`src/rtl/fpro_timer_core.sv`:
```
// -----------------------------------------------------------------------------
// fpro_timer_core
//
// FPro MMIO slot peripheral: W-bit free-running / periodic timer with a
// programmable period, sticky match and overflow flags and a level interrupt.
// Intended for slot 0 (system timer).
//
// Ports:
//   clk      in   1   system clock
//   rst      in   1   synchronous active-high reset
//   cs       in   1   slot select from the MMIO controller
//   write    in   1   write strobe (qualified by cs)
//   read     in   1   read strobe (qualified by cs)
//   addr     in   5   register word index
//   wr_data  in  32   write data
//   rd_data  out 32   read data, combinational from addr and registered state
//   irq      out  1   registered level interrupt = match_flag & irq_en
//
// Register map (word index):
//   0 COUNT_LO  R    count[31:0]; a read strobe also snapshots count[W-1:32]
//   1 COUNT_HI  R    snapshot (or live) count[W-1:32], zero-extended
//   2 CTRL      R/W  bit0 go, bit1 clear (write-1 pulse, reads 0),
//                    bit2 auto_reload, bit3 irq_en
//   3 PERIOD_LO R/W  period[31:0]
//   4 PERIOD_HI R/W  period[W-1:32], zero-extended
//   5 STATUS         bit0 match_flag (W1C), bit1 ovf_flag (W1C), bit2 running
//   6..31            read 0, writes ignored
//
// Build option:
//   FPRO_TIMER_SNAPSHOT_EN  defined   -> COUNT_HI returns the shadow captured
//                                        by the last COUNT_LO read strobe
//                           undefined -> no shadow register; COUNT_HI is live
// -----------------------------------------------------------------------------
module fpro_timer_core #(
    parameter int W = 48
) (
    input  logic        clk,
    input  logic        rst,
    input  logic        cs,
    input  logic        write,
    input  logic        read,
    input  logic [4:0]  addr,
    input  logic [31:0] wr_data,
    output logic [31:0] rd_data,
    output logic        irq
);

    localparam int HW = W - 32;

    localparam logic [4:0] ADDR_COUNT_LO  = 5'd0;
    localparam logic [4:0] ADDR_COUNT_HI  = 5'd1;
    localparam logic [4:0] ADDR_CTRL      = 5'd2;
    localparam logic [4:0] ADDR_PERIOD_LO = 5'd3;
    localparam logic [4:0] ADDR_PERIOD_HI = 5'd4;
    localparam logic [4:0] ADDR_STATUS    = 5'd5;

    localparam logic [W-1:0] COUNT_ZERO = {W{1'b0}};
    localparam logic [W-1:0] COUNT_ONE  = {{(W-1){1'b0}}, 1'b1};
    localparam logic [W-1:0] COUNT_MAX  = {W{1'b1}};

    // Architectural state
    logic [W-1:0] count_r;
    logic [W-1:0] period_r;
    logic         go_r;
    logic         auto_reload_r;
    logic         irq_en_r;
    logic         match_flag_r;
    logic         ovf_flag_r;
    logic         irq_r;

    // Decoded bus accesses and timer events
    logic         wr_en_s;
    logic         ctrl_wr_s;
    logic         period_lo_wr_s;
    logic         period_hi_wr_s;
    logic         status_wr_s;
    logic         clear_s;
    logic         match_s;
    logic         reload_s;
    logic         ovf_s;
    logic [HW-1:0] count_hi_s;
    logic [31:0]  count_hi_ext_s;
    logic [31:0]  period_hi_ext_s;

    // Next count kept as its own net so the counter register has a single,
    // easily observed input.
    wire  [W-1:0] count_nxt_s;

    assign wr_en_s        = cs & write;
    assign ctrl_wr_s      = wr_en_s & (addr == ADDR_CTRL);
    assign period_lo_wr_s = wr_en_s & (addr == ADDR_PERIOD_LO);
    assign period_hi_wr_s = wr_en_s & (addr == ADDR_PERIOD_HI);
    assign status_wr_s    = wr_en_s & (addr == ADDR_STATUS);
    assign clear_s        = ctrl_wr_s & wr_data[1];

    // A zero period disables matching, leaving the timer free-running.
    assign match_s  = go_r & (period_r != COUNT_ZERO) & (count_r == period_r);
    assign reload_s = match_s & auto_reload_r;
    // A wrap only counts as overflow when the reload did not take the counter to 0 first.
    assign ovf_s    = go_r & (count_r == COUNT_MAX) & ~reload_s;

    // Priority: clear write, auto-reload, increment, hold.
    assign count_nxt_s = clear_s  ? COUNT_ZERO :
                         reload_s ? COUNT_ZERO :
                         go_r     ? (count_r + COUNT_ONE) :
                                    count_r;

    // Counter register
    always_ff @(posedge clk) begin
        if (rst) begin
            count_r <= COUNT_ZERO;
        end else begin
            count_r <= count_nxt_s;
        end
    end

    // CTRL bits and PERIOD register; clear is a pulse and is not stored
    always_ff @(posedge clk) begin
        if (rst) begin
            go_r          <= 1'b0;
            auto_reload_r <= 1'b0;
            irq_en_r      <= 1'b0;
            period_r      <= COUNT_ZERO;
        end else begin
            if (ctrl_wr_s) begin
                go_r          <= wr_data[0];
                auto_reload_r <= wr_data[2];
                irq_en_r      <= wr_data[3];
            end
            if (period_lo_wr_s) begin
                period_r[31:0] <= wr_data;
            end
            if (period_hi_wr_s) begin
                period_r[W-1:32] <= wr_data[HW-1:0];
            end
        end
    end

    // Sticky flags; a set event beats a same-cycle W1C
    always_ff @(posedge clk) begin
        if (rst) begin
            match_flag_r <= 1'b0;
            ovf_flag_r   <= 1'b0;
        end else begin
            if (match_s) begin
                match_flag_r <= 1'b1;
            end else if (status_wr_s && wr_data[0]) begin
                match_flag_r <= 1'b0;
            end
            if (ovf_s) begin
                ovf_flag_r <= 1'b1;
            end else if (status_wr_s && wr_data[1]) begin
                ovf_flag_r <= 1'b0;
            end
        end
    end

    // Level interrupt, one cycle behind the flag / enable
    always_ff @(posedge clk) begin
        if (rst) begin
            irq_r <= 1'b0;
        end else begin
            irq_r <= match_flag_r & irq_en_r;
        end
    end

    assign irq = irq_r;

`ifdef FPRO_TIMER_SNAPSHOT_EN
    logic          rd_en_s;
    logic [HW-1:0] shadow_hi_r;

    assign rd_en_s = cs & read;

    // Capture the upper count bits in the same cycle as a COUNT_LO read so a
    // LO-then-HI pair is coherent across a carry out of bit 31.
    always_ff @(posedge clk) begin
        if (rst) begin
            shadow_hi_r <= {HW{1'b0}};
        end else if (rd_en_s && (addr == ADDR_COUNT_LO)) begin
            shadow_hi_r <= count_r[W-1:32];
        end
    end

    assign count_hi_s = shadow_hi_r;
`else
    // Without the shadow the read strobe has no side effect.
    logic unused_read_s;

    assign unused_read_s = read;
    assign count_hi_s    = count_r[W-1:32];
`endif

    // Zero-extend the HI fields to the 32-bit bus
    always_comb begin
        count_hi_ext_s              = 32'd0;
        period_hi_ext_s             = 32'd0;
        count_hi_ext_s[HW-1:0]      = count_hi_s;
        period_hi_ext_s[HW-1:0]     = period_r[W-1:32];
    end

    // Zero-latency read mux
    always_comb begin
        rd_data = 32'd0;
        case (addr)
            ADDR_COUNT_LO:  rd_data = count_r[31:0];
            ADDR_COUNT_HI:  rd_data = count_hi_ext_s;
            ADDR_CTRL:      rd_data = {28'd0, irq_en_r, auto_reload_r, 1'b0, go_r};
            ADDR_PERIOD_LO: rd_data = period_r[31:0];
            ADDR_PERIOD_HI: rd_data = period_hi_ext_s;
            ADDR_STATUS:    rd_data = {29'd0, go_r, ovf_flag_r, match_flag_r};
            default:        rd_data = 32'd0;
        endcase
    end

endmodule

```
`config.mk`:
```
export PLATFORM = sky130hd
export DESIGN_NAME = fpro_timer_core
export DESIGN_NICKNAME = d
export VERILOG_FILES = /design/src/rtl/fpro_timer_core.sv
export SDC_FILE = /design/constraint.sdc
export NUM_CORES = 1
export LEC_CHECK = 0
export ABC_CLOCK_PERIOD_IN_PS = 4400
export BUFFER_PORTS_ARGS = -buffer_cell sky130_fd_sc_hd__buf_4
export CAP_MARGIN = 20
export CORE_UTILIZATION = 55
export CTS_BUF_LIST = sky130_fd_sc_hd__clkbuf_4 sky130_fd_sc_hd__clkbuf_8
export DETAILED_ROUTE_END_ITERATION = 10
export GPL_TIMING_DRIVEN = 0
export HOLD_SLACK_MARGIN = 0.03
export PLACE_DENSITY_LB_ADDON = 0.05
export SLEW_MARGIN = 5
export SYNTH_ARGS = -nofsm -noshare
export SYNTH_HDL_FRONTEND = slang
export SYNTH_SLANG_ARGS = --single-unit
export TNS_END_PERCENT = 20
```
`constraint.sdc`:
```
create_clock -name clk -period 4.4 [get_ports clk]
set_clock_uncertainty 0.05 [all_clocks]
set_input_delay 0.22 -clock clk [delete_from_list [all_inputs] [get_ports clk]]
set_output_delay 0.22 -clock clk [all_outputs]
set_load 0.005 [all_outputs]
```
After elaboration in Yosys (flattened, before gate mapping)
Cells that the tools add are included.
{"block": "word_totals", "latch_bits": 0, "mem_bits_rw": 0, "mem_count": 0, "inputBits": 42, "reg_bits": 102, "wordCells": 42, "mem_bits_ro": 0}
{"block": "op_classes", "multipliers": 0, "bitwise": 13, "reduce_logical": 7, "add_sub_neg": 1, "div": 0, "order_cmp": 0, "eq_ne": 7, "shifts": 0, "muxes": 5}
{"op": "32-bit one-hot mux with 6 select lines", "n": 1}
{"op": "48-bit by 1-bit adder with 48-bit output (second input constant)", "n": 1}
{"op": "48-bit equality test", "n": 1}
{"op": "48-bit equality test (second input constant)", "n": 1}
{"op": "48-bit nonzero test", "n": 1}
{"op": "1-bit AND", "n": 12}
{"op": "5-bit by 2-bit equality test with 1-bit output (second input constant)", "n": 2}
{"op": "5-bit by 3-bit equality test with 1-bit output (second input constant)", "n": 2}
{"op": "5-bit by 1-bit equality test with 1-bit output (second input constant)", "n": 1}
{"op": "5-bit zero test", "n": 1}
{"op": "1-bit 2-to-1 mux", "n": 4}
{"op": "2-bit nonzero test", "n": 2}
{"op": "3-bit OR reduction", "n": 1}
{"op": "1-bit logical AND", "n": 2}
{"op": "1-bit inverter", "n": 1}

Longest topological paths before layout
{"block": "depth", "depth_word": 7, "depth_mapped": 10, "depth_no_buf": 7}

Least setup slack after synthesis
OpenSTA, ideal clock, no wires.
{"block": "synth_path", "kind": "flip-flop to flip-flop", "start": "register count_r[32]", "end": "register count_r[0]", "arrival_ns": 1.806, "setup_slack_ns": 2.429, "stages_incl_launch_ff": 9, "setup_ns": 0.115, "path_cell_list": "dfxtp_1 > xnor2_1 > o221ai_1 > a2111oi_0 > nand4_1 > o31ai_2 > buf_4 > buf_6 > nor2_1"}
{"block": "synth_via", "elab_chain_len": 4}
{"element": "from (decl)", "line_no": "62", "source": "logic [W-1:0] count_r;"}
{"element": "from (signal assigned)", "line_no": "113", "source": "count_r <= count_nxt_s;"}
{"element": "48-bit equality test", "line_no": "97", "source": "assign match_s = go_r & (period_r != COUNT_ZERO) & (count_r == period_r);"}
{"element": "1-bit AND", "line_no": "97"}
{"element": "1-bit AND", "line_no": "98", "source": "assign reload_s = match_s & auto_reload_r;"}
{"element": "3-bit OR reduction (no source line)"}
No other way between the ends.
A chain may end at the register's enable or synchronous reset.

Worst setup path after layout
{"block": "layout_path", "start": "input port addr[3]", "end": "output port rd_data[5]"}
{"block": "layout_via", "elab_chain_len": 2, "elab_cells_between_ends": 7, "cone_classes": "5 x eq/ne; 1 x mux; 1 x reduce/logical"}
{"element": "from (decl)", "line_no": "42", "source": "input logic [4:0] addr,"}
{"element": "5-bit by 3-bit equality test with 1-bit output (tied with other cells)", "line_no": "205", "source": "case (addr)"}
{"element": "32-bit one-hot mux with 6 select lines *", "line_no": "205"}
{"element": "to (decl)", "line_no": "44", "source": "output logic [31:0] rd_data,"}
Every way passes the cells marked *; elsewhere a longest branch is shown, timed or not.

==> results.yml <==
drt:
  viasPerCell: 6.152
  post_drt_wl_per_cell_um: 20.33
  detailedRoute.firstIterationViolations: 544
  detailedRoute.firstPassIterationCount: 6
  final_antenna_net_count: 0
  route.vias.total: 5844
  totalWireLength_um: 19310
  detail_route.drc_violations: 0
global_routing:
  grt_pass1_wl_um: 29580
  globalRouteTotalUtil_pct: 38.84
  global_route.overflow_total: 0
  grt_pass1_vias: 5650
  grt_max_degree: 17
  antenna_found_initial: 0
clocking:
  worst_skew_pair.late_latency_ns: 0.39
  path_clk_slew_ns: 0.09
  h-tree-depth: 3
  clock_tree_root_buffer_cell: "sky130_fd_sc_hd__clkbuf_8"
  cts_tree: "built"
  cts.sink_count: 102
  cts_buffers: 9
  max-clock-path-buffers: 2
  postCtsResizedCells: 0
worst_hold_path:
  hold_path.class: "input pin to flip-flop"
synth:
  syn_inst: 705
  synth.yosys.warnings: 0
  synth_seq_area_share_pct: 37.33
  postSynthNetCount: 748
  synth_top_flop_cell: "sky130_fd_sc_hd__dfxtp_1"
  yosysUniqueCellTypes: 45
  syn_area_per_cell_um2: 7.759
  ys_async_sr_fraction_pct: 0
  synth.cell_area_mm2: 0.005470
  ys_seq_elements: 102
  synth-edff-count: 0
final_layout:
  design.final.nets: 856
  layout_commonest_cell: "sky130_fd_sc_hd__nand2_1"
  final_layout_size_suffix_gt1_share_pct: 13.10
  final_util_pct: 68.77
  diodes: 0
  flow.area_growth_from_synthesis_pct: 21.75
  fillers: 849
  commonest_cells_after_routing_fill_and_taps_aside: "sky130_fd_sc_hd__nand2_1 (133), sky130_fd_sc_hd__dfxtp_1 (102), sky130_fd_sc_hd__buf_4 (74), sky130_fd_sc_hd__nor2_1 (72), sky130_fd_sc_hd__xnor2_1 (63)"
run:
  max_cap_viol_count: 0
sta:
  timing.slew.headroom_pct: 29.28
  crit_path_setup_slack_layout_ns: 1.475
  max_freq_mhz: 341.9
  timing.final.setup_violations: 0
  final_hold_viol_count: 0
  rsz0062_at_grt: "false"
  finalCritPeriodShare_pct: 66.47
  final_period_minus_worst_setup_slack_ns: 2.925
  worstMarginPinSlew_ns: 1.046
  final-max-slew-violation-count: 0
  finalSetupTns_ns: 0
placement:
  place.detailed.hpwl_um: 14580
  pre_cts_slack_ns: 1.575
  buffer_ports.inserted: 73
  routabilityCongestion: 0.9784
power:
  cellPowerDensity_mw_per_mm2: 260.8
  pleak_nw: 2.356
  ir_worst_vdd_mv: 0.2987
floorplan:
  start_util_pct: 56.49
  io_pins: 75
  die-area_mm2: 0.01035
  core_mm2: 0.009684
  num_rows: 36
  chipWidth_um: 101.7
  floorplan.die.height_um: 101.7
status:
  status: "complete, no violations"
critical_path:
  critPathLaunchType: "input pin"
  crit_arrival_ns: 2.65
  cp-end-kind: "primary output"
  worstPathRequired_ns: 4.13
  worstSetupPathType: "input pin to primary output"
  worstPathMaxFanout: 10
==> cell usage after synthesis (3+ instances only) <==
cell type / instances / area, µm²
sky130_fd_sc_hd__nand2_1: 133 / 499.2
sky130_fd_sc_hd__dfxtp_1: 102 / 2042
sky130_fd_sc_hd__nor2_1: 72 / 270.3
sky130_fd_sc_hd__xnor2_1: 63 / 551.8
sky130_fd_sc_hd__a21oi_1: 52 / 260.3
sky130_fd_sc_hd__clkbuf_1: 40 / 150.1
sky130_fd_sc_hd__a22oi_1: 26 / 195.2
sky130_fd_sc_hd__nand4_1: 26 / 162.7
sky130_fd_sc_hd__xor2_1: 23 / 201.4
sky130_fd_sc_hd__nor4_1: 21 / 131.4
sky130_fd_sc_hd__nand3_1: 18 / 90.09
sky130_fd_sc_hd__a22o_1: 17 / 148.9
sky130_fd_sc_hd__o21ai_0: 14 / 70.07
sky130_fd_sc_hd__inv_1: 12 / 45.04
sky130_fd_sc_hd__and3_1: 11 / 68.82
sky130_fd_sc_hd__nor3_1: 11 / 55.05
sky130_fd_sc_hd__buf_2: 10 / 50.05
sky130_fd_sc_hd__and4_1: 8 / 70.07
sky130_fd_sc_hd__and2_1: 6 / 37.54
sky130_fd_sc_hd__mux2i_1: 5 / 50.05
sky130_fd_sc_hd__a221oi_1: 3 / 26.28
sky130_fd_sc_hd__a222oi_1: 3 / 30.03
sky130_fd_sc_hd__a31oi_1: 3 / 18.77
==> worst max-delay path, stage by stage <==
cell,delay [ns]
sky130_fd_sc_hd__buf_4,0.12
sky130_fd_sc_hd__nor4b_1,0.90
sky130_fd_sc_hd__clkbuf_1,0.44
sky130_fd_sc_hd__buf_2,0.35
sky130_fd_sc_hd__a22oi_1,0.13
sky130_fd_sc_hd__o21ai_0,0.32
sky130_fd_sc_hd__buf_4,0.18
==> metrics by stage <==
step	hold WS (ns)	total power, mW	std cells	cell area [µm²]
6_report	0.03824	1.737	950	6660
5_1_grt	0.03844	1.784	950	6660
4_1_cts	0.03174	1.739	950	6660
3_5_place_dp	0.4258	1.039	911	6185
3_3_place_gp	0.4205	1.037	911	6185
2_1_floorplan	0.3060	0.9872	705	5470
==> final timing paths <==
| path | from | slack [ns] | cells past startpoint | endpoint |
|---|---|---|---|---|
| worst max-delay path | addr[3] | 1.48 | 7 | rd_data[5] |
| worst min-delay path | wr_data[29] | 0.04 | 3 | period_r[29]$_SDFFE_PP0P_ |
| worst max register to register | count_r[32]$_SDFFE_PP0P_ | 1.67 | 8 | count_r[8]$_SDFFE_PP0P_ |
| worst min register to register | irq_en_r$_SDFFE_PP0N_ | 0.44 | 2 | irq$_SDFF_PP0_ |
==> cell families after synthesis <==
logic type	Yosys count	synth area share, %
adders and majority gates	1	0.2287
buffers and inverters	66	5.101
xor gates and xnor gates	86	13.77
AOI/OAI and AO/OA	126	15.00
muxes	5	0.9149
and+or+nand+nor	319	27.65
DFF	102	37.33
==> registers in the layout, indices dropped and copies added, names as in the netlist <==
signal / flops
go_r: 1
auto_reload_r: 1
ovf_flag_r: 1
irq: 1
match_flag_r: 1
irq_en_r: 1
period_r: 48
count_r: 48
==> where the power goes <==
group / switching [mW] / internal (mW)
Combinational: 0.0555 / 0.0542
Sequential: 0.00347 / 0.924
Clock: 0.326 / 0.374
Total: 0.385 / 1.35
==> routing by layer <==
metal  GRT usage, %  vias to the layer above  wire length [µm]
met2          63.15                      337              9027
met1          49.04                     2757              7569
li1               -                     2663                 -
met3          6.280                       87              1706
met5              0                        -                 0
met4          21.52                        0              1007
==> repair_timing <==
item                                   4_1_cts  5_1_grt
hold buffers                                24        0
endpoints found under the hold margin       31        0
setup buffers                                0        0
==> layout make-up <==
| cell class | instances | area [µm²] | share of cell area (%) |
|---|---|---|---|
| timing repair buffer | 97 | 788.3 | 11.84 |
| buffer | 54 | 234.0 | 3.513 |
| tap | 133 | 166.4 | 2.499 |
| sequential | 102 | 2042 | 30.66 |
| multi-input combinational | 537 | 3149 | 47.29 |
| clock buffer | 9 | 123.9 | 1.860 |
| inverter | 12 | 45.04 | 0.6763 |
| clock inverter | 6 | 111.4 | 1.672 |
Power figures use the tool's default switching activity.
